$ cat src/rtl/ht_chain_delete_engine.sv
// ht_chain_delete_engine
//   Walks one hash bucket's singly linked chain in the data RAM, unlinks
//   entries whose key matches, zeroes and frees their slots, then reports a
//   result code and the number of entries freed.
//   task_all_i selects "first match only" (0) or "every match" (1).
//   A hop counter aborts with CHAIN_ERR once MAX_CHAIN nodes have been read,
//   which protects against cyclic (corrupted) chains.
//
// Ports
//   clk_i, rst_n_i        clock, asynchronous active-low reset
//   task_*                delete command (valid/ready handshake)
//   rd_*                  data-RAM read port, data arrives RAM_LATENCY cycles
//                         after rd_en_o
//   wr_*                  data-RAM write port (unlink rewrite, slot zeroing)
//   head_wr_*             head-table update when the bucket's first node goes
//   free_ptr_*            slot returned to the empty list
//   res_*                 result (valid/ready handshake), code 0 SUCCESS,
//                         1 NO_ENTRY, 2 CHAIN_ERR
module ht_chain_delete_engine #(
    parameter int KEY_WIDTH    = 32,
    parameter int VALUE_WIDTH  = 32,
    parameter int A_WIDTH      = 10,
    parameter int BUCKET_WIDTH = 8,
    parameter int RAM_LATENCY  = 2,
    parameter int MAX_CHAIN    = 64,
    parameter int CNT_W        = $clog2(MAX_CHAIN + 1)
) (
    input  logic                    clk_i,
    input  logic                    rst_n_i,
    input  logic [KEY_WIDTH-1:0]    task_key_i,
    input  logic [BUCKET_WIDTH-1:0] task_bucket_i,
    input  logic [A_WIDTH-1:0]      task_head_ptr_i,
    input  logic                    task_head_val_i,
    input  logic                    task_all_i,
    input  logic                    task_valid_i,
    output logic                    task_ready_o,
    output logic [A_WIDTH-1:0]      rd_addr_o,
    output logic                    rd_en_o,
    input  logic [KEY_WIDTH-1:0]    rd_key_i,
    input  logic [VALUE_WIDTH-1:0]  rd_value_i,
    input  logic [A_WIDTH-1:0]      rd_next_ptr_i,
    input  logic                    rd_next_val_i,
    output logic [A_WIDTH-1:0]      wr_addr_o,
    output logic [KEY_WIDTH-1:0]    wr_key_o,
    output logic [VALUE_WIDTH-1:0]  wr_value_o,
    output logic [A_WIDTH-1:0]      wr_next_ptr_o,
    output logic                    wr_next_val_o,
    output logic                    wr_en_o,
    output logic                    head_wr_en_o,
    output logic [BUCKET_WIDTH-1:0] head_wr_bucket_o,
    output logic [A_WIDTH-1:0]      head_wr_ptr_o,
    output logic                    head_wr_ptr_val_o,
    output logic [A_WIDTH-1:0]      free_ptr_o,
    output logic                    free_ptr_en_o,
    output logic [KEY_WIDTH-1:0]    res_key_o,
    output logic [1:0]              res_code_o,
    output logic [CNT_W-1:0]        res_count_o,
    output logic                    res_valid_o,
    input  logic                    res_ready_i
);

    typedef enum logic [2:0] {
        ST_IDLE,
        ST_RD_ISSUE,
        ST_RD_WAIT,
        ST_UNLINK,
        ST_FREE,
        ST_RESULT
    } state_t;

    localparam logic [1:0]       CODE_SUCCESS   = 2'd0;
    localparam logic [1:0]       CODE_NO_ENTRY  = 2'd1;
    localparam logic [1:0]       CODE_CHAIN_ERR = 2'd2;
    localparam logic [CNT_W-1:0] HOPS_MAX       = CNT_W'(MAX_CHAIN);

    state_t                  state_reg, state_next;
    logic                    ready_en_reg;
    logic [KEY_WIDTH-1:0]    key_reg, key_next;
    logic [BUCKET_WIDTH-1:0] bucket_reg, bucket_next;
    logic                    all_reg, all_next;
    logic [A_WIDTH-1:0]      cur_reg, cur_next;
    logic [A_WIDTH-1:0]      prev_reg, prev_next;
    logic                    prev_val_reg, prev_val_next;
    logic [KEY_WIDTH-1:0]    prev_key_reg, prev_key_next;
    logic [VALUE_WIDTH-1:0]  prev_value_reg, prev_value_next;
    logic [A_WIDTH-1:0]      prev_nptr_reg, prev_nptr_next;
    logic                    prev_nval_reg, prev_nval_next;
    logic [A_WIDTH-1:0]      cur_nptr_reg, cur_nptr_next;
    logic                    cur_nval_reg, cur_nval_next;
    logic [CNT_W-1:0]        count_reg, count_next;
    logic [CNT_W-1:0]        hops_reg, hops_next;
    logic [1:0]              code_reg, code_next;
    logic [RAM_LATENCY-1:0]  vpipe_reg;
    logic                    data_valid;

    // One bit per cycle of read latency; the top bit marks the data cycle.
    assign data_valid = vpipe_reg[RAM_LATENCY-1];

    assign res_key_o   = key_reg;
    assign res_code_o  = code_reg;
    assign res_count_o = count_reg;

    always_ff @(posedge clk_i or negedge rst_n_i) begin
        if (!rst_n_i) begin
            vpipe_reg <= '0;
        end else begin
            vpipe_reg[0] <= rd_en_o;
            for (int i = 1; i < RAM_LATENCY; i++) begin
                vpipe_reg[i] <= vpipe_reg[i-1];
            end
        end
    end

    always_ff @(posedge clk_i or negedge rst_n_i) begin
        if (!rst_n_i) begin
            state_reg      <= ST_IDLE;
            ready_en_reg   <= 1'b0;
            key_reg        <= '0;
            bucket_reg     <= '0;
            all_reg        <= 1'b0;
            cur_reg        <= '0;
            prev_reg       <= '0;
            prev_val_reg   <= 1'b0;
            prev_key_reg   <= '0;
            prev_value_reg <= '0;
            prev_nptr_reg  <= '0;
            prev_nval_reg  <= 1'b0;
            cur_nptr_reg   <= '0;
            cur_nval_reg   <= 1'b0;
            count_reg      <= '0;
            hops_reg       <= '0;
            code_reg       <= '0;
        end else begin
            state_reg      <= state_next;
            ready_en_reg   <= 1'b1;  // keeps ready low until the first edge after release
            key_reg        <= key_next;
            bucket_reg     <= bucket_next;
            all_reg        <= all_next;
            cur_reg        <= cur_next;
            prev_reg       <= prev_next;
            prev_val_reg   <= prev_val_next;
            prev_key_reg   <= prev_key_next;
            prev_value_reg <= prev_value_next;
            prev_nptr_reg  <= prev_nptr_next;
            prev_nval_reg  <= prev_nval_next;
            cur_nptr_reg   <= cur_nptr_next;
            cur_nval_reg   <= cur_nval_next;
            count_reg      <= count_next;
            hops_reg       <= hops_next;
            code_reg       <= code_next;
        end
    end

    always_comb begin
        state_next        = state_reg;
        key_next          = key_reg;
        bucket_next       = bucket_reg;
        all_next          = all_reg;
        cur_next          = cur_reg;
        prev_next         = prev_reg;
        prev_val_next     = prev_val_reg;
        prev_key_next     = prev_key_reg;
        prev_value_next   = prev_value_reg;
        prev_nptr_next    = prev_nptr_reg;
        prev_nval_next    = prev_nval_reg;
        cur_nptr_next     = cur_nptr_reg;
        cur_nval_next     = cur_nval_reg;
        count_next        = count_reg;
        hops_next         = hops_reg;
        code_next         = code_reg;
        task_ready_o      = 1'b0;
        rd_en_o           = 1'b0;
        rd_addr_o         = '0;
        wr_en_o           = 1'b0;
        wr_addr_o         = '0;
        wr_key_o          = '0;
        wr_value_o        = '0;
        wr_next_ptr_o     = '0;
        wr_next_val_o     = 1'b0;
        head_wr_en_o      = 1'b0;
        head_wr_bucket_o  = '0;
        head_wr_ptr_o     = '0;
        head_wr_ptr_val_o = 1'b0;
        free_ptr_en_o     = 1'b0;
        free_ptr_o        = '0;
        res_valid_o       = 1'b0;

        case (state_reg)
            ST_IDLE: begin
                task_ready_o = ready_en_reg;
                if (task_valid_i && ready_en_reg) begin
                    key_next      = task_key_i;
                    bucket_next   = task_bucket_i;
                    all_next      = task_all_i;
                    count_next    = '0;
                    hops_next     = '0;
                    prev_val_next = 1'b0;
                    if (!task_head_val_i) begin
                        code_next  = CODE_NO_ENTRY;
                        state_next = ST_RESULT;
                    end else begin
                        cur_next   = task_head_ptr_i;
                        state_next = ST_RD_ISSUE;
                    end
                end
            end
            ST_RD_ISSUE: begin
                rd_en_o    = 1'b1;
                rd_addr_o  = cur_reg;
                hops_next  = hops_reg + CNT_W'(1);
                state_next = ST_RD_WAIT;
            end
            ST_RD_WAIT: begin
                if (data_valid) begin
                    cur_nptr_next = rd_next_ptr_i;
                    cur_nval_next = rd_next_val_i;
                    if (rd_key_i == key_reg) begin
                        state_next = ST_UNLINK;
                    end else if (rd_next_val_i) begin
                        if (hops_reg == HOPS_MAX) begin
                            code_next  = CODE_CHAIN_ERR;
                            state_next = ST_RESULT;
                        end else begin
                            prev_next       = cur_reg;
                            prev_val_next   = 1'b1;
                            prev_key_next   = rd_key_i;
                            prev_value_next = rd_value_i;
                            prev_nptr_next  = rd_next_ptr_i;
                            prev_nval_next  = rd_next_val_i;
                            cur_next        = rd_next_ptr_i;
                            state_next      = ST_RD_ISSUE;
                        end
                    end else begin
                        code_next  = (count_reg != '0) ? CODE_SUCCESS : CODE_NO_ENTRY;
                        state_next = ST_RESULT;
                    end
                end
            end
            ST_UNLINK: begin
                if (!prev_val_reg) begin
                    head_wr_en_o      = 1'b1;
                    head_wr_bucket_o  = bucket_reg;
                    head_wr_ptr_o     = cur_nptr_reg;
                    head_wr_ptr_val_o = cur_nval_reg;
                end else begin
                    // Predecessor now skips the victim; keep our copy coherent
                    // so a later unlink in all-mode rewrites the right word.
                    wr_en_o        = 1'b1;
                    wr_addr_o      = prev_reg;
                    wr_key_o       = prev_key_reg;
                    wr_value_o     = prev_value_reg;
                    wr_next_ptr_o  = cur_nptr_reg;
                    wr_next_val_o  = cur_nval_reg;
                    prev_nptr_next = cur_nptr_reg;
                    prev_nval_next = cur_nval_reg;
                end
                state_next = ST_FREE;
            end
            ST_FREE: begin
                wr_en_o       = 1'b1;
                wr_addr_o     = cur_reg;
                free_ptr_en_o = 1'b1;
                free_ptr_o    = cur_reg;
                count_next    = count_reg + CNT_W'(1);
                if (all_reg && cur_nval_reg) begin
                    if (hops_reg == HOPS_MAX) begin
                        code_next  = CODE_CHAIN_ERR;
                        state_next = ST_RESULT;
                    end else begin
                        cur_next   = cur_nptr_reg;  // predecessor is unchanged
                        state_next = ST_RD_ISSUE;
                    end
                end else begin
                    code_next  = CODE_SUCCESS;
                    state_next = ST_RESULT;
                end
            end
            ST_RESULT: begin
                res_valid_o = 1'b1;
                if (res_ready_i) begin
                    state_next = ST_IDLE;
                end
            end
            default: state_next = ST_IDLE;
        endcase
    end

endmodule

$ cat config.mk
export PLATFORM = sky130hd
export DESIGN_NAME = ht_chain_delete_engine
export DESIGN_NICKNAME = d
export VERILOG_FILES = /design/src/rtl/ht_chain_delete_engine.sv
export SDC_FILE = /design/constraint.sdc
export NUM_CORES = 1
export LEC_CHECK = 0
export BUFFER_PORTS_ARGS = -buffer_cell sky130_fd_sc_hd__buf_2
export CELL_PAD_IN_SITES_DETAIL_PLACEMENT = 1
export CELL_PAD_IN_SITES_GLOBAL_PLACEMENT = 1
export CORE_ASPECT_RATIO = 0.75
export CORE_UTILIZATION = 35
export DETAILED_ROUTE_END_ITERATION = 12
export PLACE_DENSITY_LB_ADDON = 0.1
export SLEW_MARGIN = 20
export SYNTH_ARGS = -nofsm -noshare
export SYNTH_HDL_FRONTEND = slang
export SYNTH_SLANG_ARGS = --single-unit
$ cat constraint.sdc
create_clock -name clk_i -period 2.2 [get_ports clk_i]
set_input_delay 0.11 -clock clk_i [delete_from_list [all_inputs] [get_ports clk_i]]
set_output_delay 0.11 -clock clk_i [all_outputs]
set_load 0.02 [all_outputs]
; ---- Word-level counts from Yosys, hierarchy flattened
; Cells that the tools add are included.
[totals]
elab_cells = 116
out_inout_bits = 171
regBits = 159
[classes]
bitwise_logic = 2
n_eq_ne = 17
n_mux = 62
reduce_logical = 17
addsub = 2
[ops]
columns = cell, count
row1 = two-way mux 10 bit, 15
row2 = two-way mux 32 bit, 4
row3 = equality test 32 bit, 1
row4 = case mux 10 bit (3 select lines), 1
row5 = case mux 7 bit (2 select lines), 2
row6 = two-way mux 3 bit, 8
row7 = "!= test 2 bit, second input constant", 10
row8 = case mux 10 bit (2 select lines), 1
row9 = case mux 3 bit (6 select lines), 1
row10 = two-way mux 1 bit, 17
row11 = two-way mux 8 bit, 2
row12 = "adder 7 x 1 -> 7 bit, second input constant", 2
row13 = two-way mux 2 bit, 7
row14 = AND reduction 5 bit, 2
row15 = AND reduction 9 bit, 1
row16 = AND reduction 2 bit, 4
row17 = "equality test 7 bit, second input constant", 1
row18 = two-way mux 7 bit, 1
row19 = nonzero test 7 bit, 1
row20 = "equality test 3 x 2 -> 1 bit, second input constant", 2
row21 = "equality test 3 bit, second input constant", 2
row22 = case mux 2 bit (3 select lines), 1
row23 = AND reduction 6 bit, 1
row24 = nonzero test 2 bit, 3
row25 = other kinds (7), 10

; ---- Logic depth before layout (Yosys ltp)
; Gate-level depths: netlist of the first run.
[depth]
depth_word = 6
mapped_depth = 9

; ---- Worst setup path after synthesis of the first run
; Ideal clock, no wire load.
[synth_path]
path_type = register -> register
startpoint = register key_reg[14], in the netlist res_key_o[14]
endpoint = register prev_value_reg[22]
stages_incl_launch_ff = 9
period_less_slack_ns = 2.142
t_arrival_ns = 2.015
path_slack_ns = 0.058
setup_ns = 0.128
cell_sequence = dfrtp_1 > xor2_1 > nor4_1 > nand4_1 > nor2_2 > nor4_1 > buf_2 > buf_4 > mux2_1
[synth_via]
elab_chain_len = 3
[synth_rtl]
columns = item, line
row1 = "start, declared", 78  ; logic [KEY_WIDTH-1:0] key_reg, key_next;
row2 = "start signal, assigned", 136  ; key_reg <= key_next;
row3 = equality test 32 bit, 217  ; if (rd_key_i == key_reg) begin
row4 = inverter 1 bit (no source line), n/a
row5 = AND reduction 5 bit (no source line), n/a
row6 = "end signal, assigned", 143  ; prev_value_reg <= prev_value_next;
row7 = "end, declared", 85  ; logic [VALUE_WIDTH-1:0] prev_value_reg, prev_value_next;
; No other way between the ends.
; A chain may end at the register's enable or synchronous reset.

; ---- Worst setup path after layout of the first run
[layout_path]
startpoint = register key_reg[14], in the netlist res_key_o[14]
endpoint = register prev_value_reg[9]
; The elaborated chain is that of the path after synthesis.

==> impl_metrics.xml, run 1 <==
<?xml version="1.0" encoding="UTF-8"?>
<metrics>
  <group name="pwr">
    <metric name="internal_power" unit="mW">8.42</metric>
    <metric name="pwr-share-comb" unit="%">38.9</metric>
    <metric name="swShare" unit="%">37.6</metric>
    <metric name="power.leakage" unit="nW">6.36</metric>
    <metric name="seqPwrFrac" unit="%">38.3</metric>
    <metric name="power.density_cell_area" unit="mW/mm^2">1130</metric>
    <metric name="clkPwrFrac" unit="%">22.8</metric>
    <metric name="vdd.ir_drop.worst" unit="uV">589</metric>
    <metric name="p_switching" unit="mW">5.06</metric>
  </group>
  <group name="synthesis">
    <metric name="yosys.cell_types.count" unit="">45</metric>
    <metric name="number_of_enable_type_register_cells_in_the_synthesized_netlist" unit="">0</metric>
    <metric name="synth_cells" unit="">739</metric>
    <metric name="yosysTopAreaCell" unit="">sky130_fd_sc_hd__dfrtp_1</metric>
    <metric name="async_set_reset_flop_share_out_of_synthesis" unit="%">100</metric>
    <metric name="mappedNetlistArea" unit="mm^2">0.00769</metric>
    <metric name="yosys.area.top_type_share" unit="%">51.7</metric>
    <metric name="top_reg_cell_synth" unit="">sky130_fd_sc_hd__dfrtp_1</metric>
    <metric name="synth.cells.most_frequent" unit="">159 x sky130_fd_sc_hd__dfrtp_1, 157 x sky130_fd_sc_hd__nand2_1, 106 x sky130_fd_sc_hd__and2_1</metric>
    <metric name="yosys_warnings" unit="">0</metric>
    <metric name="syn-num-nets" unit="">874</metric>
    <metric name="seq_area_frac_synth" unit="%">51.7</metric>
    <metric name="post-synth-top-count-cell" unit="">sky130_fd_sc_hd__dfrtp_1</metric>
    <metric name="synthesis.area_per_instance" unit="um^2">10.4</metric>
    <metric name="flip_flop_and_latch_count_after_synthesis" unit="">159</metric>
    <metric name="yosys-top-cells-area" unit="">sky130_fd_sc_hd__dfrtp_1 52%, sky130_fd_sc_hd__mux2_2 13%, sky130_fd_sc_hd__and2_1 8.6%</metric>
  </group>
  <group name="global_routing">
    <metric name="global_route.overflow_total" unit="">0</metric>
    <metric name="globalRouteTotalUtil" unit="%">25.2</metric>
    <metric name="grt.met3_usage" unit="%">6.54</metric>
    <metric name="grt_antenna_before_repair" unit="">3</metric>
    <metric name="busiest_layer" unit="">met2</metric>
    <metric name="largest_net_degree_at_the_start_of_global_routing" unit="">56</metric>
    <metric name="grt_pass1_wl" unit="um">43500</metric>
    <metric name="number_of_global_route_vias_before_repair" unit="">7734</metric>
    <metric name="use_met1" unit="%">32.7</metric>
    <metric name="global_route.usage.met2" unit="%">42.1</metric>
  </group>
  <group name="final_layout">
    <metric name="fin_area" unit="mm^2">0.0120</metric>
    <metric name="layout-area-overhead-vs-synth" unit="%">55.6</metric>
    <metric name="fin_nets" unit="">1347</metric>
    <metric name="post_layout_nonfiller_instances" unit="">1515</metric>
    <metric name="final_core_utilization" unit="%">56.0</metric>
    <metric name="n_fill_cell" unit="">2442</metric>
    <metric name="drive_above_1_share" unit="%">42.0</metric>
  </group>
  <group name="floorplan">
    <metric name="die_height" unit="um">130</metric>
    <metric name="coreArea" unit="mm^2">0.0214</metric>
    <metric name="design.portCount" unit="">302</metric>
    <metric name="placementRows" unit="">46</metric>
    <metric name="die_width" unit="um">173</metric>
    <metric name="effective_utilization_at_floorplan" unit="%">36.0</metric>
    <metric name="dieArea" unit="mm^2">0.0226</metric>
  </group>
  <group name="routing">
    <metric name="wl_per_cell" unit="um">18.6</metric>
    <metric name="drtPass1Iterations" unit="">4</metric>
    <metric name="drt_iter0_drc" unit="">305</metric>
    <metric name="drt-vias-per-instance" unit="">4.81</metric>
    <metric name="ant_nets" unit="">0</metric>
    <metric name="detailroute.via_count" unit="">7291</metric>
    <metric name="drcViolationCount" unit="">0</metric>
    <metric name="totalWireLength" unit="um">28200</metric>
  </group>
  <group name="sta">
    <metric name="hold_viol" unit="">0</metric>
    <metric name="final_period_minus_worst_setup_slack" unit="ns">2.32</metric>
    <metric name="relSlewSlack" unit="%">62.0</metric>
    <metric name="final.setup.tns" unit="ns">-4.14</metric>
    <metric name="tightest_slew" unit="ns">0.570</metric>
    <metric name="slew_viol_final" unit="">0</metric>
    <metric name="setup_repair_after_global_routing_missed_its_margin" unit="">yes</metric>
    <metric name="fin_crit_sh" unit="%">105</metric>
    <metric name="final.setup_skew" unit="ns">0.0167</metric>
    <metric name="finalWorstSetupSlack" unit="ns">-0.116</metric>
    <metric name="max_frequency" unit="MHz">432</metric>
    <metric name="setup_viol_count_final" unit="">59</metric>
  </group>
  <group name="setup_path">
    <metric name="cpMostUsedCell" unit="">sky130_fd_sc_hd__buf_12</metric>
    <metric name="top_fanout_value_on_the_critical_path" unit="">15</metric>
    <metric name="r2r.worst_path.cells" unit="">9</metric>
    <metric name="worst_setup_path_start_kind" unit="">register</metric>
    <metric name="crit_type" unit="">reg2reg</metric>
    <metric name="crit_path_start" unit="">res_key_o[14]</metric>
    <metric name="crit_end" unit="">prev_value_reg[9]</metric>
    <metric name="cp_required" unit="ns">2.51</metric>
    <metric name="regToRegSetupSlack" unit="ns">-0.12</metric>
    <metric name="worst_path_max_delay_cell" unit="">sky130_fd_sc_hd__dfrtp_1</metric>
    <metric name="critical_path.reg2reg.startpoint" unit="">res_key_o[14]</metric>
    <metric name="cp_num_cells" unit="">9</metric>
    <metric name="crit_path_dat" unit="ns">2.63</metric>
    <metric name="timing.critical_path.slowest_cell_delay" unit="ns">0.39</metric>
    <metric name="destination_of_the_worst_register_to_register_timing_path" unit="">prev_value_reg[9]</metric>
    <metric name="crit_path_cell_trace" unit="">xor2_1 &gt; nor4_2 &gt; nand4_1 &gt; nor2_4 &gt; nor4_4 &gt; buf_4 &gt; buf_12 &gt; buf_12 &gt; mux2_2</metric>
    <metric name="cp_num_buf_inv" unit="">3</metric>
    <metric name="cp-end-kind" unit="">register</metric>
    <metric name="cp_top_family" unit="">simple AND/OR/NAND/NOR gates</metric>
  </group>
  <group name="status">
    <metric name="failing_checks" unit="">negative setup slack</metric>
    <metric name="run_status" unit="">finished with violations</metric>
  </group>
  <group name="cts">
    <metric name="cts_tree" unit="">yes</metric>
    <metric name="cts.htree.levels" unit="">4</metric>
    <metric name="cts_inserted_buffers" unit="">17</metric>
    <metric name="cts_buffer_depth" unit="">2</metric>
    <metric name="clk_latency" unit="ns">0.43</metric>
    <metric name="clk_transition_reported_paths" unit="ns">0.07</metric>
    <metric name="numClockSinks" unit="">159</metric>
    <metric name="clk_root_buffer_cell" unit="">sky130_fd_sc_hd__clkbuf_16</metric>
  </group>
  <group name="place">
    <metric name="globalplace.congestion" unit="">0.823</metric>
    <metric name="dp.cells" unit="">1353</metric>
    <metric name="port-buffer-count" unit="">301</metric>
    <metric name="final_hpwl_from_detailed_placement" unit="um">19400</metric>
    <metric name="placed_cell_area" unit="mm^2">0.00999</metric>
  </group>
  <group name="hold_path">
    <metric name="worstHoldStart" unit="">task_head_ptr_i[2]</metric>
    <metric name="hold_path.class" unit="">in2reg</metric>
  </group>
  <group name="run">
    <metric name="max_cap_viol_count" unit="">0</metric>
  </group>
</metrics>
## logic make-up after synthesis
group / share of synthesized area, %
and+or+nand+nor: 21.4
DFF: 51.7
muxes: 13.9
AOI/OAI and AO/OA: 5.84
buffers and inverters: 2.72
xor gates and xnor gates: 3.76
adders and majority gates: 0.651
other: 0.0487
## power by group through the flow
stage	clock network (mW)	logic, mW	registers, mW
final	3.08	5.24	5.16
after global routing	3.27	5.69	5.34
after CTS	3.17	5.17	5.14
after detailed placement	0	4.90	5.17
after global placement	0	4.80	5.10
after floorplan	0	2.58	5.32
## worst min-delay path by stage
stage	cells past startpoint	slack, ns	endpoint
final	4	0.02	cur_reg[2]
after floorplan	0	-0.19	all_reg
after global routing	4	0.007	cur_reg[7]
after global placement	1	0.11	prev_key_reg[22]
after CTS	4	0.004	cur_reg[3]
after detailed placement	1	0.12	prev_key_reg[22]
## metal layers
| layer | wire length [um] | up-vias |
|---|---|---|
| met5 | 0 | - |
| met4 | 390 | 0 |
| met3 | 1550 | 23 |
| met2 | 13700 | 198 |
| met1 | 12500 | 3654 |
| li1 | - | 3416 |
## cells in the final DEF, fill, tap and decap left out, drive strengths merged, types with 2 or more instances in the layout
cell type	n
a22oi	11
buf	376
clkbuf	18
xor2	33
a21o	11
dlygate4sd3	120
bufinv	2
and3	16
a21oi	6
diode	2
a31oi	2
nor2b	5
a211oi	2
nor3	2
inv	13
and2	106
o21ai	22
nand4	7
o31ai	2
clkinv	5
nor2	16
ha	4
nand3	9
mux2	95
nor4	10
dfrtp	159
nand2	157
## per-stage QoR
step / hold WS (ns) / power (mW) / setup slack, ns
2_1_floorplan: -0.186 / 7.90 / 0.0576
3_3_place_gp: 0.115 / 9.90 / -0.274
3_5_place_dp: 0.120 / 10.1 / -0.326
4_1_cts: 0.00440 / 13.5 / -0.0820
5_1_grt: 0.00720 / 14.3 / -0.159
6_report: 0.0215 / 13.5 / -0.116
## tightest hold or removal path, stage by stage
cell and delay (ns):
sky130_fd_sc_hd__buf_2 0.07, sky130_fd_sc_hd__nand2_1 0.05, sky130_fd_sc_hd__nand2_1 0.06, sky130_fd_sc_hd__mux2_2 0.13
## area by class of cell
cell class / instances / area (um^2) / share of cell area [%]
sequential: 159 / 3980 / 33.3
multi-input combinational: 531 / 3600 / 30.1
timing repair buffer: 496 / 3390 / 28.3
clock buffer: 18 / 429 / 3.59
tap: 288 / 360 / 3.01
clock inverter: 14 / 171 / 1.43
inverter: 7 / 26.3 / 0.220
antenna: 2 / 5.00 / 0.0418
## repair_timing
item / in CTS / in global routing
resized for setup: 11 / 9
setup endpoints to repair: 95 / 96
setup buffers: 4 / 4
endpoints found under the hold margin: 169 / 0
hold buffers: 120 / 0
pin swaps: 6 / 6
Power figures use the tool's default switching activity.
==> run 2: changes to the inputs <==
--- a/config.mk
+++ b/config.mk
@@ -12,6 +12,7 @@
 export CORE_UTILIZATION = 35
 export DETAILED_ROUTE_END_ITERATION = 12
 export PLACE_DENSITY_LB_ADDON = 0.1
+export SETUP_SLACK_MARGIN = 0.1
 export SLEW_MARGIN = 20
 export SYNTH_ARGS = -nofsm -noshare
 export SYNTH_HDL_FRONTEND = slang
==> impl_metrics.xml, run 2 (same netlist as run 1, synthesis figures left out) <==
<?xml version="1.0" encoding="UTF-8"?>
<metrics>
  <group name="status">
    <metric name="run_status" unit="">finished with violations</metric>
    <metric name="failing_checks" unit="">negative setup slack</metric>
  </group>
  <group name="sta">
    <metric name="final.setup_skew" unit="ns">0.0105</metric>
    <metric name="fin_crit_sh" unit="%">104</metric>
    <metric name="setup_repair_after_global_routing_missed_its_margin" unit="">yes</metric>
    <metric name="max_frequency" unit="MHz">436</metric>
    <metric name="finalWorstSetupSlack" unit="ns">-0.0953</metric>
    <metric name="tightest_slew" unit="ns">0.795</metric>
    <metric name="hold_ws" unit="ns">0.0200</metric>
    <metric name="setup_viol_count_final" unit="">81</metric>
    <metric name="hold_viol" unit="">0</metric>
    <metric name="final.setup.tns" unit="ns">-4.81</metric>
    <metric name="relSlewSlack" unit="%">46.8</metric>
    <metric name="slew_viol_final" unit="">0</metric>
    <metric name="final_period_minus_worst_setup_slack" unit="ns">2.30</metric>
  </group>
  <group name="pwr">
    <metric name="power.leakage" unit="nW">6.21</metric>
    <metric name="power.total" unit="mW">13.0</metric>
    <metric name="vdd.ir_drop.worst" unit="uV">487</metric>
    <metric name="power.density_cell_area" unit="mW/mm^2">1110</metric>
  </group>
  <group name="cts">
    <metric name="clk_root_buffer_cell" unit="">sky130_fd_sc_hd__clkbuf_16</metric>
    <metric name="clk_latency" unit="ns">0.43</metric>
    <metric name="cts_inserted_buffers" unit="">17</metric>
    <metric name="cts.htree.levels" unit="">4</metric>
    <metric name="cts_tree" unit="">yes</metric>
    <metric name="numClockSinks" unit="">159</metric>
    <metric name="cts_buffer_depth" unit="">2</metric>
    <metric name="clk_transition_reported_paths" unit="ns">0.07</metric>
  </group>
  <group name="global_routing">
    <metric name="use_met1" unit="%">31.1</metric>
    <metric name="largest_net_degree_at_the_start_of_global_routing" unit="">55</metric>
    <metric name="grt_pass1_wl" unit="um">42700</metric>
    <metric name="global_route.overflow_total" unit="">0</metric>
    <metric name="global_route.usage.met2" unit="%">40.5</metric>
    <metric name="grt_antenna_before_repair" unit="">2</metric>
    <metric name="grt.met3_usage" unit="%">6.63</metric>
    <metric name="busiest_layer" unit="">met2</metric>
    <metric name="globalRouteTotalUtil" unit="%">24.4</metric>
    <metric name="number_of_global_route_vias_before_repair" unit="">7735</metric>
  </group>
  <group name="routing">
    <metric name="detailroute.via_count" unit="">7137</metric>
    <metric name="drt_iter0_drc" unit="">240</metric>
    <metric name="drt-vias-per-instance" unit="">4.79</metric>
    <metric name="drtPass1Iterations" unit="">6</metric>
    <metric name="drcViolationCount" unit="">0</metric>
    <metric name="wl_per_cell" unit="um">18.3</metric>
    <metric name="ant_nets" unit="">0</metric>
    <metric name="totalWireLength" unit="um">27200</metric>
  </group>
  <group name="place">
    <metric name="place_ws" unit="ns">-0.231</metric>
    <metric name="final_hpwl_from_detailed_placement" unit="um">18900</metric>
    <metric name="placed_cell_area" unit="mm^2">0.00992</metric>
    <metric name="globalplace.congestion" unit="">0.805</metric>
    <metric name="port-buffer-count" unit="">301</metric>
    <metric name="dp.cells" unit="">1334</metric>
  </group>
  <group name="hold_path">
    <metric name="hold_path.class" unit="">in2reg</metric>
    <metric name="worstHoldStart" unit="">task_head_ptr_i[1]</metric>
  </group>
  <group name="floorplan">
    <metric name="coreArea" unit="mm^2">0.0214</metric>
    <metric name="design.portCount" unit="">302</metric>
    <metric name="die_width" unit="um">173</metric>
    <metric name="placementRows" unit="">46</metric>
    <metric name="effective_utilization_at_floorplan" unit="%">36.0</metric>
    <metric name="dieArea" unit="mm^2">0.0226</metric>
    <metric name="die_height" unit="um">130</metric>
  </group>
  <group name="setup_path">
    <metric name="regToRegSetupSlack" unit="ns">-0.1</metric>
    <metric name="crit_path_dat" unit="ns">2.61</metric>
    <metric name="top_fanout_value_on_the_critical_path" unit="">14</metric>
    <metric name="cp_required" unit="ns">2.51</metric>
    <metric name="crit_type" unit="">reg2reg</metric>
    <metric name="crit_path_start" unit="">res_key_o[14]</metric>
    <metric name="critical_path.reg2reg.startpoint" unit="">res_key_o[14]</metric>
    <metric name="cp-end-kind" unit="">register</metric>
    <metric name="worst_setup_path_start_kind" unit="">register</metric>
  </group>
  <group name="final_layout">
    <metric name="fin_area" unit="mm^2">0.0118</metric>
    <metric name="drive_above_1_share" unit="%">41.9</metric>
    <metric name="fin_nets" unit="">1323</metric>
    <metric name="layout-area-overhead-vs-synth" unit="%">53.1</metric>
    <metric name="layout.cells.most_common" unit="">sky130_fd_sc_hd__buf_2</metric>
    <metric name="final_cell_mix" unit="">300 x sky130_fd_sc_hd__buf_2, 157 x sky130_fd_sc_hd__nand2_1, 146 x sky130_fd_sc_hd__dfrtp_1</metric>
    <metric name="post_layout_nonfiller_instances" unit="">1490</metric>
    <metric name="final_core_utilization" unit="%">55.2</metric>
  </group>
  <group name="run">
    <metric name="max_cap_viol_count" unit="">0</metric>
  </group>
</metrics>
-- run 2: changes by cell type in the layout (fill, tap and decap cells not counted), sizes merged --
cell         before  now
buf             376  355
bufinv            2    0
clkbuf           18   19
clkinvlp          1    4
diode             2    1
dlygate4sd3     120  117
inv              13   11
-- run 2: path summary, 6_finish.rpt --
check,to,depth (start not counted)
min in group asynchronous,prev_key_reg[18],2
hold / removal,cur_reg[1],4
max in group asynchronous,res_key_o[21],3
setup / recovery,prev_value_reg[27],9
setup reg to reg,prev_value_reg[27],9
hold reg to reg,vpipe_reg[1],0
-- run 2: layer usage --
layer | share of wire (%) | vias up
li1 | - | 3368
met1 | 45 | 3526
met2 | 47 | 197
met3 | 5.4 | 44
met4 | 2.5 | 2
met5 | 0.029 | -
-- run 2: power breakdown --
| part | switching, mW | total (mW) | internal, mW |
|---|---|---|---|
| sequential | 0.942 | 5.21 | 4.27 |
| combinational | 2.67 | 4.99 | 2.32 |
| clock | 1.32 | 2.82 | 1.50 |
-- run 2: area by class of cell --
type / instances / area, um^2
Multi-Input combinational cell: 531 / 3590
Inverter: 7 / 26.3
Fill cell: 2468 / 9570
Antenna cell: 1 / 2.50
Tap cell: 288 / 360
Clock inverter: 13 / 108
Sequential cell: 159 / 4000
Timing Repair Buffer: 472 / 3250
Clock buffer: 19 / 443
-- run 2: repair_timing --
item | CTS | global route
hold buffers | 115 | 2
gates resized for setup | 12 | 4
endpoints found under the setup margin | 174 | 106
endpoints found under the hold margin | 158 | 2
pin swaps | 2 | 5
setup buffers | 2 | 4
-- run 2: worst max-delay path, stage by stage, from the launching register on --
cell and delay (ns):
sky130_fd_sc_hd__dfrtp_2 0.42, sky130_fd_sc_hd__xor2_1 0.18, sky130_fd_sc_hd__nor4_2 0.34, sky130_fd_sc_hd__buf_4 0.16, sky130_fd_sc_hd__nand4_1 0.17, sky130_fd_sc_hd__nor2_2 0.23, sky130_fd_sc_hd__nor4_4 0.07, sky130_fd_sc_hd__buf_12 0.16
sky130_fd_sc_hd__buf_12 0.15, sky130_fd_sc_hd__mux2_4 0.29
